<file path="src/rtl/fifo_pkg.sv">
// Shared constants and helpers for the parametrised synchronous FIFO.
package fifo_pkg;
    localparam int DEF_DATA_WIDTH = 8;
    localparam int DEF_ADDR_WIDTH = 4;

    localparam logic [1:0] OP_IDLE = 2'b00;
    localparam logic [1:0] OP_POP  = 2'b01;
    localparam logic [1:0] OP_PUSH = 2'b10;
    localparam logic [1:0] OP_BOTH = 2'b11;

    function automatic int fifo_depth(input int addr_width);
        return 1 << addr_width;
    endfunction
endpackage

</file>
<file path="src/rtl/fifo_mem.sv">
// DEPTH x DATA_WIDTH register file: synchronous write, combinational read.
module fifo_mem
    import fifo_pkg::*;
#(
    parameter int DATA_WIDTH = DEF_DATA_WIDTH,
    parameter int ADDR_WIDTH = DEF_ADDR_WIDTH
) (
    input  logic                  clk,
    input  logic                  we,
    input  logic [ADDR_WIDTH-1:0] waddr,
    input  logic [DATA_WIDTH-1:0] wdata,
    input  logic [ADDR_WIDTH-1:0] raddr,
    output logic [DATA_WIDTH-1:0] rdata
);
    localparam int DEPTH = fifo_depth(ADDR_WIDTH);

    // Contents are intentionally not reset.
    logic [DATA_WIDTH-1:0] mem_q [DEPTH];

    always_ff @(posedge clk) begin
        if (we) mem_q[waddr] <= wdata;
    end

    assign rdata = mem_q[raddr];
endmodule

</file>
<file path="src/rtl/sync_fifo_param.sv">
// Parametrised show-ahead synchronous FIFO with occupancy count and almost flags.
// Optional sticky overflow/underflow flags are enabled by defining FIFO_ERR_FLAGS_EN.
module sync_fifo_param
    import fifo_pkg::*;
#(
    parameter int DATA_WIDTH = DEF_DATA_WIDTH,
    parameter int ADDR_WIDTH = DEF_ADDR_WIDTH,
    parameter int AFULL_TH   = 12,
    parameter int AEMPTY_TH  = 4
) (
    input  logic                  clk,
    input  logic                  reset,
    input  logic                  wr,
    input  logic [DATA_WIDTH-1:0] wdata,
    output logic                  full,
    output logic                  almost_full,
    input  logic                  rd,
    output logic [DATA_WIDTH-1:0] rdata,
    output logic                  empty,
    output logic                  almost_empty,
    output logic [ADDR_WIDTH:0]   count,
    output logic                  overflow,
    output logic                  underflow,
    input  logic                  err_clr
);
    localparam int DEPTH = fifo_depth(ADDR_WIDTH);
    localparam logic [ADDR_WIDTH:0]   DEPTH_C  = DEPTH[ADDR_WIDTH:0];
    localparam logic [ADDR_WIDTH:0]   AFULL_C  = AFULL_TH[ADDR_WIDTH:0];
    localparam logic [ADDR_WIDTH:0]   AEMPTY_C = AEMPTY_TH[ADDR_WIDTH:0];
    localparam logic [ADDR_WIDTH:0]   CNT_ONE  = {{ADDR_WIDTH{1'b0}}, 1'b1};
    localparam logic [ADDR_WIDTH-1:0] PTR_ONE  = {{(ADDR_WIDTH-1){1'b0}}, 1'b1};

    logic [ADDR_WIDTH-1:0] wptr_q, wptr_d, rptr_q, rptr_d;
    logic [ADDR_WIDTH:0]   count_q, count_d;
    logic                  full_q, full_d, empty_q, empty_d;
    logic                  push, pop;

    // A write while full is accepted only when a read frees the slot in the same cycle.
    assign push = wr & (~full_q | rd);
    assign pop  = rd & ~empty_q;

    always_comb begin
        wptr_d  = wptr_q;
        rptr_d  = rptr_q;
        count_d = count_q;
        full_d  = full_q;
        empty_d = empty_q;
        case ({push, pop})
            OP_PUSH: begin
                wptr_d  = wptr_q + PTR_ONE;
                count_d = count_q + CNT_ONE;
                empty_d = 1'b0;
                full_d  = (count_d == DEPTH_C);
            end
            OP_POP: begin
                rptr_d  = rptr_q + PTR_ONE;
                count_d = count_q - CNT_ONE;
                full_d  = 1'b0;
                empty_d = (count_d == '0);
            end
            OP_BOTH: begin
                wptr_d = wptr_q + PTR_ONE;
                rptr_d = rptr_q + PTR_ONE;
            end
            default: ;
        endcase
    end

    always_ff @(posedge clk or posedge reset) begin
        if (reset) begin
            wptr_q  <= '0;
            rptr_q  <= '0;
            count_q <= '0;
            full_q  <= 1'b0;
            empty_q <= 1'b1;
        end else begin
            wptr_q  <= wptr_d;
            rptr_q  <= rptr_d;
            count_q <= count_d;
            full_q  <= full_d;
            empty_q <= empty_d;
        end
    end

    fifo_mem #(
        .DATA_WIDTH(DATA_WIDTH),
        .ADDR_WIDTH(ADDR_WIDTH)
    ) u_mem (
        .clk  (clk),
        .we   (push),
        .waddr(wptr_q),
        .wdata(wdata),
        .raddr(rptr_q),
        .rdata(rdata)
    );

    assign full         = full_q;
    assign empty        = empty_q;
    assign count        = count_q;
    assign almost_full  = (count_q >= AFULL_C);
    assign almost_empty = (count_q <= AEMPTY_C);

`ifdef FIFO_ERR_FLAGS_EN
    logic overflow_q, overflow_d, underflow_q, underflow_d;

    // Error events are applied after the clear so they win when coincident.
    always_comb begin
        overflow_d  = overflow_q & ~err_clr;
        underflow_d = underflow_q & ~err_clr;
        if (wr & full_q & ~rd)   overflow_d  = 1'b1;
        if (rd & empty_q & ~wr)  underflow_d = 1'b1;
    end

    always_ff @(posedge clk or posedge reset) begin
        if (reset) begin
            overflow_q  <= 1'b0;
            underflow_q <= 1'b0;
        end else begin
            overflow_q  <= overflow_d;
            underflow_q <= underflow_d;
        end
    end

    assign overflow  = overflow_q;
    assign underflow = underflow_q;
`else
    logic unused_err_clr;
    assign unused_err_clr = err_clr;
    assign overflow  = 1'b0;
    assign underflow = 1'b0;
`endif
endmodule
</file>
<file path="config.mk">
export PLATFORM = sky130hd
export DESIGN_NAME = sync_fifo_param
export DESIGN_NICKNAME = d
export VERILOG_FILES = /design/src/rtl/fifo_pkg.sv /design/src/rtl/fifo_mem.sv /design/src/rtl/sync_fifo_param.sv
export SDC_FILE = /design/constraint.sdc
export NUM_CORES = 1
export LEC_CHECK = 0
export CAP_MARGIN = 20
export CORE_MARGIN = 3
export CORE_UTILIZATION = 50
export DETAILED_ROUTE_END_ITERATION = 12
export PLACE_DENSITY = 0.65
export SYNTH_ARGS = -nofsm -noshare
export SYNTH_HDL_FRONTEND = slang
export SYNTH_SLANG_ARGS = --single-unit
export TNS_END_PERCENT = 100
</file>
<file path="constraint.sdc">
create_clock -name clk -period 2.45 [get_ports clk]
set_clock_uncertainty 0.15 [all_clocks]
set_input_delay 0.245 -clock clk [delete_from_list [all_inputs] [get_ports clk]]
set_output_delay 0.245 -clock clk [all_outputs]
set_load 0.03 [all_outputs]
</file>
==> impl_metrics.yaml <==
run_status:
  outcome: "complete, but fails checks"
  violations: "negative setup slack"
timing:
  min_period_ns: 2.511
  fmaxAchievable_mhz: 398.2
  final_max_slew_viol_count: 0
  hold_violations: 0
  tns_ns: -0.2219
  setup_viol: 8
  slew_headroom_pct: 36.88
  rsz0062_at_grt: "yes"
  tightest_slew_ns: 0.9434
  fin_crit_sh_pct: 102.5
  whs_ns: 0.05626
  setup_slack_ns: -0.06132
clock_tree:
  clkSlewWorstSetupHoldPaths_ns: 0.06
  insertion_delay_ns: 0.41
  numCtsBuffers: 17
  cts_sinks: 143
  ctsHtreeMaxLevel: 4
  ctsRootBufferMaster: "clkbuf_16"
  clockBufferDepth: 2
  cts_tree: "yes"
  cts_hold_buf: 0
cells_and_area:
  multiInputGateArea_sq_mm: 0.001578
  diodes: 0
  drive_gt1_share_pct: 27.98
  fillers: 846
  design_area_sq_mm: 0.007183
  ff_latch_area_sq_mm: 0.004222
  synthToLayoutAreaGrowth_pct: 20.79
  fin_nets: 398
  finalNonFillerCells: 529
detailed_routing:
  drt_iter0_drc: 254
  postRouteAntennaNets: 0
  drt-vias-per-instance: 5.673
  wirelength_mm: 11.29
  wire_per_inst_um: 21.34
  dr.pass1.iters: 4
  via_count: 3001
  drc: 0
run:
  maxCapViolCount: 0
power_and_ir_drop:
  p_per_area_mw_per_mm2: 1270
  ir_drop_uv: 1105
  netSwitchingPower_mw: 2.903
  power_frac_seq_pct: 35.7
  p_clk_share_pct: 26.4
  swShare_pct: 31.82
  combPwrFrac_pct: 37.9
  internal_power_mw: 6.221
  p_leak_nw: 2.500
place:
  place_inst: 493
  dp_hpwl_mm: 7.259
  dpl_worst_slack_ns: -0.1633
  port_buffers: 28
  gp_congestion: 0.7465
  placed_area_sq_mm: 0.006513
worst_setup_path:
  critical_path.max_fanout: 7
  start_kind: "flip-flop"
  worstPathArrival_ns: 2.12
  crit_type: "reg2out"
  reg2regPathDepth: 4
  worstReg2RegStart: "wptr_q[0]"
  startpoint: "rptr_q[0]"
  reg2reg_to: "u_mem.mem_q[12][0]"
  r2r_slack_ns: 0.29
  cp-end-kind: "output port"
  crit_path_end: "rdata[7]"
  crit_required_ns: 2.06
floorplanning:
  num_rows: 39
  ios: 32
  die-area_sq_mm: 0.01324
  core_sq_mm: 0.01152
  start_util_pct: 51.64
  die_w_um: 115.1
  die_h_um: 115.1
global_route:
  first_global_vias: 3174
  grt_max_degree: 20
  antenna_found_initial: 0
  grt_pass1_wl_mm: 17.76
  overflow: 0
  grt_usage_pct: 18.74
hold_path:
  hold_class: "in2async"
logic_synthesis:
  synthCells: 317
  ys_types: 39
  ys_seq_elements: 143
  synth_ff_type: "edfxtp_1"
  syn_area_per_cell_sq_um: 18.76
  synth_edf_count: 128
  syn-cell-area_sq_mm: 0.005947
  ys_warn_count: 0
  ys_seq_area_share_pct: 70.97
  async_flop_share_pct: 10.49
flip-flops by register name (all words and copies together), names as in the netlist:
register	flops
count	5
empty	1
u_mem.mem_q	128
rptr_q	4
full	1
wptr_q	4
per-stage QoR:
stage,util [%],power (mW)
after floorplan,-,5.327
after global placement,56.55,6.422
after detailed placement,56.55,6.461
after CTS,61.76,9.043
after global routing,62.38,9.564
final,62.38,9.125
synth_stat cells (all sizes together) (2+ instances only):
| cell type | count | area, sq um |
|---|---|---|
| nand3 | 2 | 10.01 |
| dfrtp | 14 | 350.3 |
| nand4b | 3 | 26.28 |
| o31ai | 2 | 15.01 |
| clkdlybuf4s25 | 3 | 30.03 |
| buf | 11 | 92.59 |
| mux4 | 32 | 762.0 |
| nor3 | 6 | 30.03 |
| edfxtp | 128 | 3844 |
| nand2b | 2 | 12.51 |
| a22oi | 16 | 120.1 |
| inv | 8 | 30.03 |
| o21ai | 3 | 15.01 |
| ha | 12 | 150.1 |
| nand2 | 14 | 52.55 |
| nor2b | 2 | 12.51 |
| mux2 | 2 | 22.52 |
| a21oi | 2 | 10.01 |
| xor2 | 7 | 61.31 |
| xnor2 | 8 | 70.07 |
| clkbuf | 7 | 26.28 |
| nor2 | 17 | 63.81 |
| o211ai | 4 | 30.03 |
power groups by stage:
| stage | clock (mW) | sequential, mW | combinational [mW] |
|---|---|---|---|
| floorplan | 0 | 3.26 | 2.07 |
| global placement | 0 | 3.28 | 3.14 |
| detailed placement | 0 | 3.30 | 3.16 |
| CTS | 2.44 | 3.26 | 3.34 |
| global route | 2.56 | 3.30 | 3.69 |
| finish | 2.41 | 3.26 | 3.45 |
metal layers:
layer | global-route usage (%) | vias up | share of wire [%] | wire length, um
met2 | 30.86 | 75 | 53 | 5949
met4 | 5.947 | 0 | 1.0 | 117
met1 | 24.08 | 1556 | 41 | 4655
met5 | 0 | - | 0 | 0
li1 | - | 1359 | - | -
met3 | 5.737 | 11 | 5.0 | 565
worst min path at each step:
| stage | from | endpoint | slack (ns) | cells after the start |
|---|---|---|---|---|
| finish | reset | full | 0.06 | 2 |
| global route | reset | rptr_q[3] | 0.11 | 2 |
| CTS | reset | full | 0.06 | 2 |
| detailed placement | empty | empty | 0.35 | 2 |
| global placement | empty | empty | 0.34 | 2 |
| floorplan | reset | count[0] | -0.004 | 1 |
cells by family after synthesis:
logic type	share of synthesized area (%)
DFF	70.97
and+or+nand+nor	4.313
muxes	13.36
AOI/OAI and AO/OA	3.556
buffers and inverters	3.009
xor gates and xnor gates	2.209
adders and majority gates	2.525
other	0.06306
layout make-up:
type	count	share of cell area, %
timing repair buffer	57	8.500
multi-input combinational	146	21.96
clock buffer	25	7.037
inverter	8	0.4180
tap	143	2.491
sequential	143	58.77
clock inverter	7	0.8187
what timing repair did:
item,CTS,global route
endpoints found under the setup margin,8,8
buffers inserted,1,3
pin swaps,10,3
resized for setup,70,8
cells in the final DEF, fill, tap and decap left out, types with 10 or more instances in the layout:
cell type,instances
edfxtp_1,128
mux4_2,28
clkdlybuf4s50_1,20
buf_4,19
nor2_1,17
clkbuf_16,17
nand2_1,13
dfrtp_1,13
ha_1,12
a22oi_2,10
buf_6,10
critical path, stage by stage (launching register included):
cell and delay, ns:
dfrtp_2 0.48, buf_12 0.17, buf_12 0.13, mux4_2 0.50, a22oi_2 0.18, nand2_1 0.10
buf_6 0.15
(Power assumes the default switching activity.)
